### src/rtl/conv_encoder_framer.sv
// Rate-1/2, K=3 convolutional encoder with per-frame zero-tail termination.
// Accepts one information bit per handshake and emits one 2-bit symbol per
// handshake; two tail symbols return the trellis to state 00 at frame end.
module conv_encoder_framer (
   input  logic        clk,
   input  logic        rst,
   input  logic        in_valid,
   output logic        in_ready,
   input  logic        in_bit,
   input  logic        in_last,
   output logic        out_valid,
   input  logic        out_ready,
   output logic [1:0]  out_sym,
   output logic        out_last,
   output logic        frame_done,
   output logic        busy,
   output logic [15:0] sym_count
);

   localparam logic [2:0] G0 = 3'b111;
   localparam logic [2:0] G1 = 3'b101;

   typedef enum logic [1:0] {IDLE, DATA, TAIL1, TAIL2} state_t;

   state_t      state_q, state_d;
   logic [1:0]  sr_q, sr_d;
   logic        out_valid_q, out_valid_d;
   logic [1:0]  out_sym_q, out_sym_d;
   logic        out_last_q, out_last_d;
   logic [15:0] sym_count_q, sym_count_d;

   logic        slot_free;
   logic        accept;
   logic        out_hs;
   logic        load;
   logic        load_last;
   logic        enc_bit;
   logic [2:0]  taps;

   // Next-state, symbol load and handshake bookkeeping
   always_comb begin
      state_d     = state_q;
      sr_d        = sr_q;
      out_valid_d = out_valid_q & ~out_ready;
      out_sym_d   = out_sym_q;
      out_last_d  = out_last_q;
      sym_count_d = sym_count_q;
      load        = 1'b0;
      load_last   = 1'b0;
      enc_bit     = 1'b0;

      slot_free = ~out_valid_q | out_ready;
      out_hs    = out_valid_q & out_ready;
      in_ready  = rst & slot_free & ((state_q == IDLE) | (state_q == DATA));
      accept    = in_valid & in_ready;

      case (state_q)
         IDLE, DATA: begin
            if (accept) begin
               load    = 1'b1;
               enc_bit = in_bit;
               state_d = in_last ? TAIL1 : DATA;
            end
         end
         TAIL1: begin
            if (slot_free) begin
               load    = 1'b1;
               state_d = TAIL2;
            end
         end
         TAIL2: begin
            if (slot_free) begin
               load      = 1'b1;
               load_last = 1'b1;
               state_d   = IDLE;
            end
         end
         default: state_d = IDLE;
      endcase

      taps = {enc_bit, sr_q};
      if (load) begin
         out_sym_d   = {^(G0 & taps), ^(G1 & taps)};
         out_valid_d = 1'b1;
         out_last_d  = load_last;
         sr_d        = load_last ? 2'b00 : {enc_bit, sr_q[1]};
      end

      if (out_hs) begin
         if (out_last_q)
            sym_count_d = '0;
         else if (sym_count_q != 16'hFFFF)
            sym_count_d = sym_count_q + 16'd1;
      end
   end

   // State and output register with synchronous active-low reset
   always_ff @(posedge clk) begin
      if (!rst) begin
         state_q     <= IDLE;
         sr_q        <= '0;
         out_valid_q <= 1'b0;
         out_sym_q   <= '0;
         out_last_q  <= 1'b0;
         sym_count_q <= '0;
      end else begin
         state_q     <= state_d;
         sr_q        <= sr_d;
         out_valid_q <= out_valid_d;
         out_sym_q   <= out_sym_d;
         out_last_q  <= out_last_d;
         sym_count_q <= sym_count_d;
      end
   end

   assign out_valid  = out_valid_q;
   assign out_sym    = out_sym_q;
   assign out_last   = out_last_q;
   assign sym_count  = sym_count_q;
   assign busy       = (state_q != IDLE);
   assign frame_done = rst & out_hs & out_last_q;

endmodule

### config.mk
export PLATFORM = sky130hd
export DESIGN_NAME = conv_encoder_framer
export DESIGN_NICKNAME = d
export VERILOG_FILES = /design/src/rtl/conv_encoder_framer.sv
export SDC_FILE = /design/constraint.sdc
export NUM_CORES = 1
export LEC_CHECK = 0
export BUFFER_PORTS_ARGS = -buffer_cell sky130_fd_sc_hd__buf_4
export CORE_UTILIZATION = 47
export CTS_CLUSTER_DIAMETER = 50
export CTS_CLUSTER_SIZE = 16
export DETAILED_ROUTE_END_ITERATION = 12
export GPL_ROUTABILITY_DRIVEN = 1
export PLACE_DENSITY = 0.74
export SLEW_MARGIN = 30
export SYNTH_ARGS = -nofsm -noshare
export SYNTH_HDL_FRONTEND = slang
export SYNTH_SLANG_ARGS = --single-unit
export TNS_END_PERCENT = 30
### constraint.sdc
create_clock -name clk -period 1.75 [get_ports clk]
set_input_delay 0.0875 -clock clk [delete_from_list [all_inputs] [get_ports clk]]
set_output_delay 0.0875 -clock clk [all_outputs]
set_load 0.01 [all_outputs]
==> impl_metrics.ini, run 1 <==
[logic_synthesis]
synth_area_um2 = 1237
synth-async-reset-ratio_pct = 0
synth_warnings = 0
synth_top_flop_cell = dfxtp_1
synth_area_leaders = dfxtp_1, o21ai_0, nor2_1
avgSynthCellArea_um2 = 7.639
yosys.area.top_type = dfxtp_1
yosys.area.top_type_share_pct = 38.83
postSynthCellCount = 162
syn-num-nets = 169
synth_edf_count = 0
ys_ff_latch = 24
synthDistinctLibCells = 37
synth_common_cells = dfxtp_1, nor2_1, o21ai_0, a21oi_1, nand2_1
synth.yosys.seq_area_share_pct = 38.83

[floorplanning]
die_h_um = 53.31
row_count = 18
fp.dieW_um = 53.31
initial_core_util_pct = 49.95
num_io_pins = 29
die_area_um2 = 2842
core_um2 = 2477

[sta]
tightest_slew_ns = 0.4784
fmax_ghz = 0.5943
fin_crit_sh_pct = 96.15
finalHoldViolations = 0
tns_ns = 0
setup_ws_ns = 0.06735
skew_ns = 0.005515
finalSetupViolCount = 0
period_minus_slack_ns = 1.683
drv_slew = 0
slew_headroom_pct = 67.99

[place]
io_buffers = 28
hpwl_mm = 2.371
gp_congestion = 0.8760
pre_cts_ws_ns = 0.07491

[worst_hold_path]
hp-class = input port to flip-flop

[critical_path]
crit_path_start_kind = flip-flop
path_max_fanout = 4
worstPathCellList = nand4_1 > nor3_4 > nand3_1 > or4_1 > a31oi_1
critPathMaxStageDelay_ns = 0.43
cp_slowest_cell = dfxtp_1
worstSetupPathType = flip-flop to flip-flop
cp_top_family = simple AND/OR/NAND/NOR gates
cp_data_required_time_ns = 2.01
crit_buf_inv = 0
arrival_ns = 1.94
critPathCaptureType = flip-flop

[cts]
cts_setup_buffers = 0
clk_pin_slew_ns = 0.15
cts_sinks = 24
post_cts_resize_count = 0
cts_tree = done
numCtsBuffers = 3
htreeDepth = 1
cts_hold_buf = 0
clock_latency_ns = 0.32
clock_path_buffers = 2
clockRootBuffer = clkbuf_4

[layout]
diodes = 0
finish.utilization_pct = 66.26
num-nets-final = 208
syn_to_final_growth_pct = 32.66
drive_above_1_share_pct = 30.00

[drt]
first_pass_iters = 4
routed_wl_mm = 3.357
drt-initial-drc-count = 28
drc_errors = 0
routedWlPerCell_um = 14.60
antenna_left = 0
vias = 1366
via_per_inst = 5.939

[global_route]
grt_first_pass_wirelength_mm = 5.126
overflow = 0
grtUsageTotal_pct = 24.63
antenna_found_initial = 0
grt_max_degree = 15
grt_pass1_vias = 1179

[pwr]
power_mw = 1.128
ir_drop_mv = 0.4844
p_leak_nw = 0.6894
powerDensity_nw_per_um2 = 687.2

[job]
drv_cap = 0

[run_status]
status = finished, final reports clean
==> power breakdown <==
part / switching [mW] / internal [mW] / total [mW]
Combinational: 0.0788 / 0.0594 / 0.138
Clock: 0.182 / 0.231 / 0.414
Sequential: 0.0150 / 0.561 / 0.576
Total: 0.276 / 0.852 / 1.13
==> flip-flops by register name, indices dropped and copies added (netlist names) <==
| register | flops |
|---|---|
| out_last | 1 |
| state_q | 2 |
| sym_count | 16 |
| out_valid | 1 |
| sr_q | 2 |
| out_sym | 2 |
==> routing by layer <==
layer	global-route usage, %	vias up	share of wire [%]
met3	3.448	8	4.5
met1	28.50	635	41
met2	44.38	51	52
li1	-	672	-
met5	0	-	0
met4	10.09	0	1.9
==> cells by family after synthesis <==
family,Yosys count,share of synthesized area (%)
and+or+nand+nor,83,36.20
AOI/OAI and AO/OA,43,19.52
DFF,24,38.83
buffers and inverters,9,2.831
xor gates and xnor gates,1,0.7079
muxes,1,0.9099
adders and majority gates,1,1.011
==> cell usage in the layout (no fill, tap or decap), types with 2 or more instances in the layout <==
cell / Yosys / layout
nand2b_1: 2 / 2
dfxtp_1: 24 / 20
nand3_1: 10 / 10
nand3b_1: 3 / 3
or2_2: 2 / 2
nor3_1: 6 / 6
or4_1: 2 / 2
buf_4: 0 / 40
a31oi_1: 4 / 4
nand2_1: 12 / 12
a21oi_1: 14 / 14
o21ai_0: 18 / 18
and3_2: 2 / 2
nand4_1: 7 / 7
nand4b_1: 2 / 2
inv_1: 3 / 3
clkbuf_4: 0 / 3
nor2_1: 24 / 23
dfxtp_2: 0 / 4
nor2b_1: 2 / 2
==> final timing paths <==
path | from | endpoint | slack [ns] | cells past startpoint
max | sym_count[5] | sym_count[11] | 0.07 | 5
min | in_valid | out_valid | 0.02 | 3
max reg2reg | sym_count[5] | sym_count[11] | 0.07 | 5
min reg2reg | sr_q[0] | sr_q[0] | 0.50 | 2
==> final cells by class <==
class / instances / area [µm²]
Clock buffer: 3 / 22.52
Clock inverter: 1 / 30.03
Tap cell: 30 / 37.54
Sequential cell: 24 / 485.5
Multi-Input combinational cell: 129 / 754.5
Timing Repair Buffer: 40 / 300.3
Fill cell: 220 / 835.8
Inverter: 3 / 11.26
==> tightest hold or removal path, delay by kind of cell <==
kind,cells,cell delay (ns)
buffers and inverters,1,0.11
and+or+nand+nor,2,0.11
==> metrics by stage <==
step	hold WS (ns)	cells	cell area, µm²
final	0.01851	230	1642
after floorplan	0.2121	162	1237
after detailed placement	0.3539	226	1551
after CTS	0.01572	230	1604
after global placement	0.3460	226	1551
after global routing	0.01927	230	1642
Power figures use the tool's default switching activity.
==> run 2, diff against run 1 <==
- ABC_AREA: not set -> 1
- CORE_UTILIZATION: 47 -> 48
==> run 2 against run 1 <==
Area after synthesis is 13% higher. Highest routed layer unchanged. Clock power shrank 40%. Combinational power down 12%. Routed wire length down 4.6%. Critical path type unchanged. Cell area rose by 4.1%. First-iteration DRC count shrank 3.6%. Flip-flop and latch count unchanged. Sequential power down 1%. Synthesized cell count rose by 31%. Clock skew shrank 0.0035 ns.
==> impl_metrics.ini, run 2 <==
[layout]
final_cell_mix = nand2_1, buf_4, nor2_1
finish.utilization_pct = 61.98
num-nets-final = 257
largest_reg_flops = 16
diodes = 0
fill_cells = 268
final_cells = 279
syn_to_final_growth_pct = 22.29
layout_commonest_cell = nand2_1
drive_above_1_share_pct = 23.39

[logic_synthesis]
syn-num-nets = 219
yosys.area.top_type_share_pct = 34.38
synth_warnings = 0
synthDistinctLibCells = 27
synth_edf_count = 0
yosysMostFrequentCell = nand2_1
yosys.area.top_type = dfxtp_1
postSynthCellCount = 212
synth-async-reset-ratio_pct = 0
synth_top_flop_cell = dfxtp_1
ys_ff_latch = 24
synth_common_cells = nand2_1, nor2_1, inv_1, dfxtp_1, nand3_1
avgSynthCellArea_um2 = 6.592
synth_area_um2 = 1398
synth.yosys.seq_area_share_pct = 34.38
synth_area_leaders = dfxtp_1, nand2_1, nor2_1

[critical_path]
worstPathCellList = ha_2 > nand2_1 > nor2_1 > nand2_2 > nor2_4 > nand2_4 > nand2_8 > inv_1 > nand2_1 > o21ai_0
crit_path_start_kind = flip-flop
worstSetupPathType = flip-flop to flip-flop
path_max_fanout = 19
critPathMaxStageDelay_ns = 0.37
cp_top_family = simple AND/OR/NAND/NOR gates
critPathCaptureType = flip-flop
cp_data_required_time_ns = 1.97
arrival_ns = 1.82
crit_buf_inv = 1
cpMostUsedCell = nand2_1
cp_slowest_cell = dfxtp_2

[sta]
fin_crit_sh_pct = 91.26
skew_ns = 0.002015
drv_slew = 0
finalHoldViolations = 0
period_minus_slack_ns = 1.597
finalSetupViolCount = 0
rsz0062_at_grt = yes
slew_headroom_pct = 70.43
fmax_ghz = 0.6261
tightest_slew_ns = 0.4419

[drt]
via_per_inst = 5.036
drt-initial-drc-count = 27
drc_errors = 0
routedWlPerCell_um = 11.48
routed_wl_mm = 3.202
first_pass_iters = 4
vias = 1405
antenna_left = 0

[worst_hold_path]
hp-class = input port to flip-flop

[floorplanning]
die_area_um2 = 3132
fp.dieW_um = 55.96
initial_core_util_pct = 50.68
core_um2 = 2758
num_io_pins = 29
row_count = 19
die_h_um = 55.96

[pwr]
clock_power_share_pct = 26.4
intPower_mw = 0.6906
powerDensity_nw_per_um2 = 549.0
power_frac_comb_pct = 12.9
ir_drop_mv = 0.5066
p_sw_share_pct = 26.40
power_switching_mw = 0.2478
p_leak_nw = 0.7600
seqPwrFrac_pct = 60.7

[cts]
htreeDepth = 1
numCtsBuffers = 3
cts_sinks = 24
cts_tree = done
clk_pin_slew_ns = 0.13
clock_latency_ns = 0.32
clock_path_buffers = 2
clockRootBuffer = clkbuf_4
post_cts_resize_count = 0
cts_setup_buffers = 0
cts_hold_buf = 0

[run_status]
status = finished, final reports clean

[place]
io_buffers = 28
hpwl_mm = 2.445
dp_cells = 276
gp_congestion = 0.9226

[global_route]
overflow = 0
grt_first_pass_wirelength_mm = 5.637
grtUsageTotal_pct = 22.59
grt_pass1_vias = 1279
antenna_found_initial = 0
grt_max_degree = 20

[job]
drv_cap = 0
-- run 2: cell count changes after synthesis, sizes merged, moves of 4 or more --
cell / before / now
nand2: 12 / 64
inv: 3 / 27
nor2: 24 / 33
nand4: 9 / 3
nor3: 7 / 1
clkbuf: 6 / 1
nand3: 10 / 15
o21ai: 18 / 13
a31oi: 4 / 0
xor2: 1 / 5
-- run 2: cells by family after synthesis --
logic type | Yosys count | share of synthesized area (%)
AOI/OAI and AO/OA | 31 | 13.52
xor gates and xnor gates | 8 | 5.014
adders and majority gates | 1 | 0.8951
buffers and inverters | 31 | 9.669
DFF | 24 | 34.38
and+or+nand+nor | 117 | 36.53
-- run 2: final timing paths --
check	startpoint	endpoint	slack [ns]	cells past startpoint
worst max-delay path	sym_count[0]	sym_count[15]	0.15	10
worst min-delay path	rst	sym_count[0]	0.09	3
worst max register to register	sym_count[0]	sym_count[15]	0.15	10
worst min register to register	sr_q[1]	sr_q[1]	0.50	2
-- run 2: metal layers --
| layer | wire [µm] | vias to the layer above | share of wire, % | track usage, % |
|---|---|---|---|---|
| li1 | - | 743 | - | - |
| met1 | 1584 | 618 | 49 | 31.58 |
| met2 | 1449 | 38 | 45 | 35.54 |
| met3 | 117 | 6 | 3.7 | 2.791 |
| met4 | 51 | 0 | 1.6 | 8.711 |
| met5 | 0 | - | 0 | 0 |
-- run 2: cell type report --
| cell class | count | area (µm²) | share of cell area (%) |
|---|---|---|---|
| clock buffers | 3 | 22.52 | 1.318 |
| well taps | 31 | 38.79 | 2.269 |
| multi-input cells | 157 | 787.0 | 46.05 |
| inverters | 27 | 101.3 | 5.930 |
| repair buffers | 37 | 277.8 | 16.25 |
| flip-flops and latches | 24 | 481.7 | 28.18 |
-- run 2: power by group through the flow --
stage / Sequential (mW) / Combinational [mW] / Clock [mW]
2_1_floorplan: 0.583 / 0.0774 / 0
4_1_cts: 0.569 / 0.121 / 0.254
3_3_place_gp: 0.581 / 0.120 / 0
5_1_grt: 0.572 / 0.137 / 0.278
3_5_place_dp: 0.581 / 0.120 / 0
6_report: 0.569 / 0.121 / 0.248
-- run 2: metrics by stage --
stage | hold WS [ns] | setup TNS [ns] | worst slack [ns] | instance area [µm²] | power (mW)
2_1_floorplan | 0.2679 | 0 | 0.1865 | 1398 | 0.6608
3_5_place_dp | 0.4306 | 0 | 0.1239 | 1680 | 0.7007
4_1_cts | 0.07998 | 0 | 0.08285 | 1703 | 0.9438
5_1_grt | 0.08798 | -0.002821 | -0.002821 | 1709 | 0.9860
6_report | 0.08868 | 0 | 0.1529 | 1709 | 0.9383
3_3_place_gp | 0.4282 | 0 | 0.1967 | 1680 | 0.7005
-- run 2: tightest hold or removal path, stage by stage --
cell and delay [ns]:
buf_4 0.17, o21ai_0 0.09, nor2_1 0.05
==> run 3, diff against run 2 <==
- CORE_UTILIZATION: 48 -> 55
- PLACE_DENSITY: 0.74 -> 0.8
- TNS_END_PERCENT: 30 -> not set
- clock period: 1.75 -> 1.9 ns (I/O delays scaled with it)
==> run 3 against run 2 <==
Worst hold slack improved by 0.0098 ns. Non-clock buffer count fell by 6. Critical path depth did not move. Die area down 12%. Fmax is 6.0% lower. Flip-flop and latch count is the same.
==> impl_metrics.ini, run 3 (synthesis results as in run 2) <==
[sta]
fin_crit_sh_pct = 89.42
tightest_slew_ns = 0.5297
finalHoldViolations = 0
slew_headroom_pct = 64.65
tns_ns = 0
drv_slew = 0
period_minus_slack_ns = 1.699
rsz0062_at_grt = no
skew_ns = 0.001276
setup_ws_ns = 0.2011
finalSetupViolCount = 0
fmax_ghz = 0.5886

[layout]
final_cells = 271
drive_above_1_share_pct = 20.99
largest_reg_flops = 16
finish.utilization_pct = 72.66
syn_to_final_growth_pct = 19.43
num-nets-final = 251
final_cell_mix = nand2_1, buf_4, nor2_1
diodes = 0
layout_commonest_cell = nand2_1
fin_area_um2 = 1669

[global_route]
antenna_found_initial = 0
overflow = 0
grt_max_degree = 20
grtUsageTotal_pct = 25.94
grt_pass1_vias = 1321
grt_first_pass_wirelength_mm = 5.416

[drt]
drc_errors = 0
routedWlPerCell_um = 11.77
vias = 1426
drt-initial-drc-count = 28
first_pass_iters = 4
routed_wl_mm = 3.190
antenna_left = 0
via_per_inst = 5.262

[cts]
cts_sinks = 24
cts_tree = done
clock_latency_ns = 0.31
cts_setup_buffers = 0
clk_pin_slew_ns = 0.13
clockRootBuffer = clkbuf_4
clock_path_buffers = 2
numCtsBuffers = 3
htreeDepth = 1
cts_hold_buf = 0

[floorplanning]
die_area_um2 = 2747
initial_core_util_pct = 60.84
die_h_um = 52.41
row_count = 17
fp.dieW_um = 52.41
num_io_pins = 29
core_um2 = 2297

[critical_path]
crit_path_start_kind = flip-flop
worstSetupPathType = flip-flop to flip-flop
critPathCaptureType = flip-flop
cp_data_required_time_ns = 2.17
path_max_fanout = 19
arrival_ns = 1.97

[job]
drv_cap = 0

[pwr]
powerDensity_nw_per_um2 = 544.1
p_leak_nw = 0.7382
ir_drop_mv = 0.4482

[place]
dpl_cell_area_um2 = 1632
io_buffers = 28
hpwl_mm = 2.436
dp_cells = 267
gp_congestion = 0.9142
pre_cts_ws_ns = 0.1938

[worst_hold_path]
hp-class = input port to flip-flop

[run_status]
status = finished, final reports clean
run 3: changes by cell type in the layout (fill, tap and decap cells not counted):
cell | before | now
buf_4 | 37 | 31
clkbuf_8 | 0 | 1
ha_1 | 0 | 1
ha_2 | 1 | 0
nand2_1 | 59 | 60
nand2_2 | 3 | 2
run 3: per-stage QoR:
stage / power (mW) / hold slack [ns]
floorplan: 0.6086 / 0.2754
global placement: 0.6412 / 0.4285
detailed placement: 0.6457 / 0.4302
CTS: 0.9066 / 0.09395
global route: 0.9453 / 0.1074
finish: 0.9081 / 0.09845
run 3: final timing paths:
| check | depth (start not counted) | slack [ns] | to | from |
|---|---|---|---|---|
| max | 10 | 0.20 | sym_count[2] | sym_count[0] |
| min | 3 | 0.1 | sym_count[3] | rst |
| max reg2reg | 10 | 0.20 | sym_count[2] | sym_count[0] |
| min reg2reg | 2 | 0.51 | sym_count[1] | sym_count[1] |
run 3: worst max-delay path, stage by stage (launching register included):
cell	delay, ns
dfxtp_1	0.40
ha_1	0.20
nand2_1	0.09
nor2_1	0.13
nand2_2	0.10
nor2_4	0.14
nand2_4	0.10
nand2_8	0.13
nand2_1	0.15
nand2_1	0.10
o21a_1	0.11
run 3: timing repair:
item	CTS	global route
hold endpoints to repair	0	0
endpoints found under the setup margin	0	1
gates resized for setup	0	1
run 3: final cells by class:
class | instances | area, µm²
clock buffers | 4 | 36.28
fillers | 183 | 628.1
inverters | 27 | 101.3
multi-input cells | 157 | 782.0
flip-flops and latches | 24 | 481.7
well taps | 28 | 35.03
repair buffers | 31 | 232.7
run 3: where the power goes:
part | internal (mW) | total (mW) | leakage (nW) | switching, mW
clock | 0.117 | 0.272 | 0.0210 | 0.155
combinational | 0.0443 | 0.111 | 0.522 | 0.0670
sequential | 0.515 | 0.524 | 0.195 | 0.00940
total | 0.676 | 0.908 | 0.738 | 0.232
run 3: layer usage:
metal  up-vias  routed length, µm  part of all wire, %  track usage (%)
li1        730                  -                    -                -
met2        41               1564                   49            46.62
met1       651               1427                   45            31.50
met5         -                  0                    0                0
met4         0                 39                  1.2            7.456
met3         4                158                  5.0            3.768
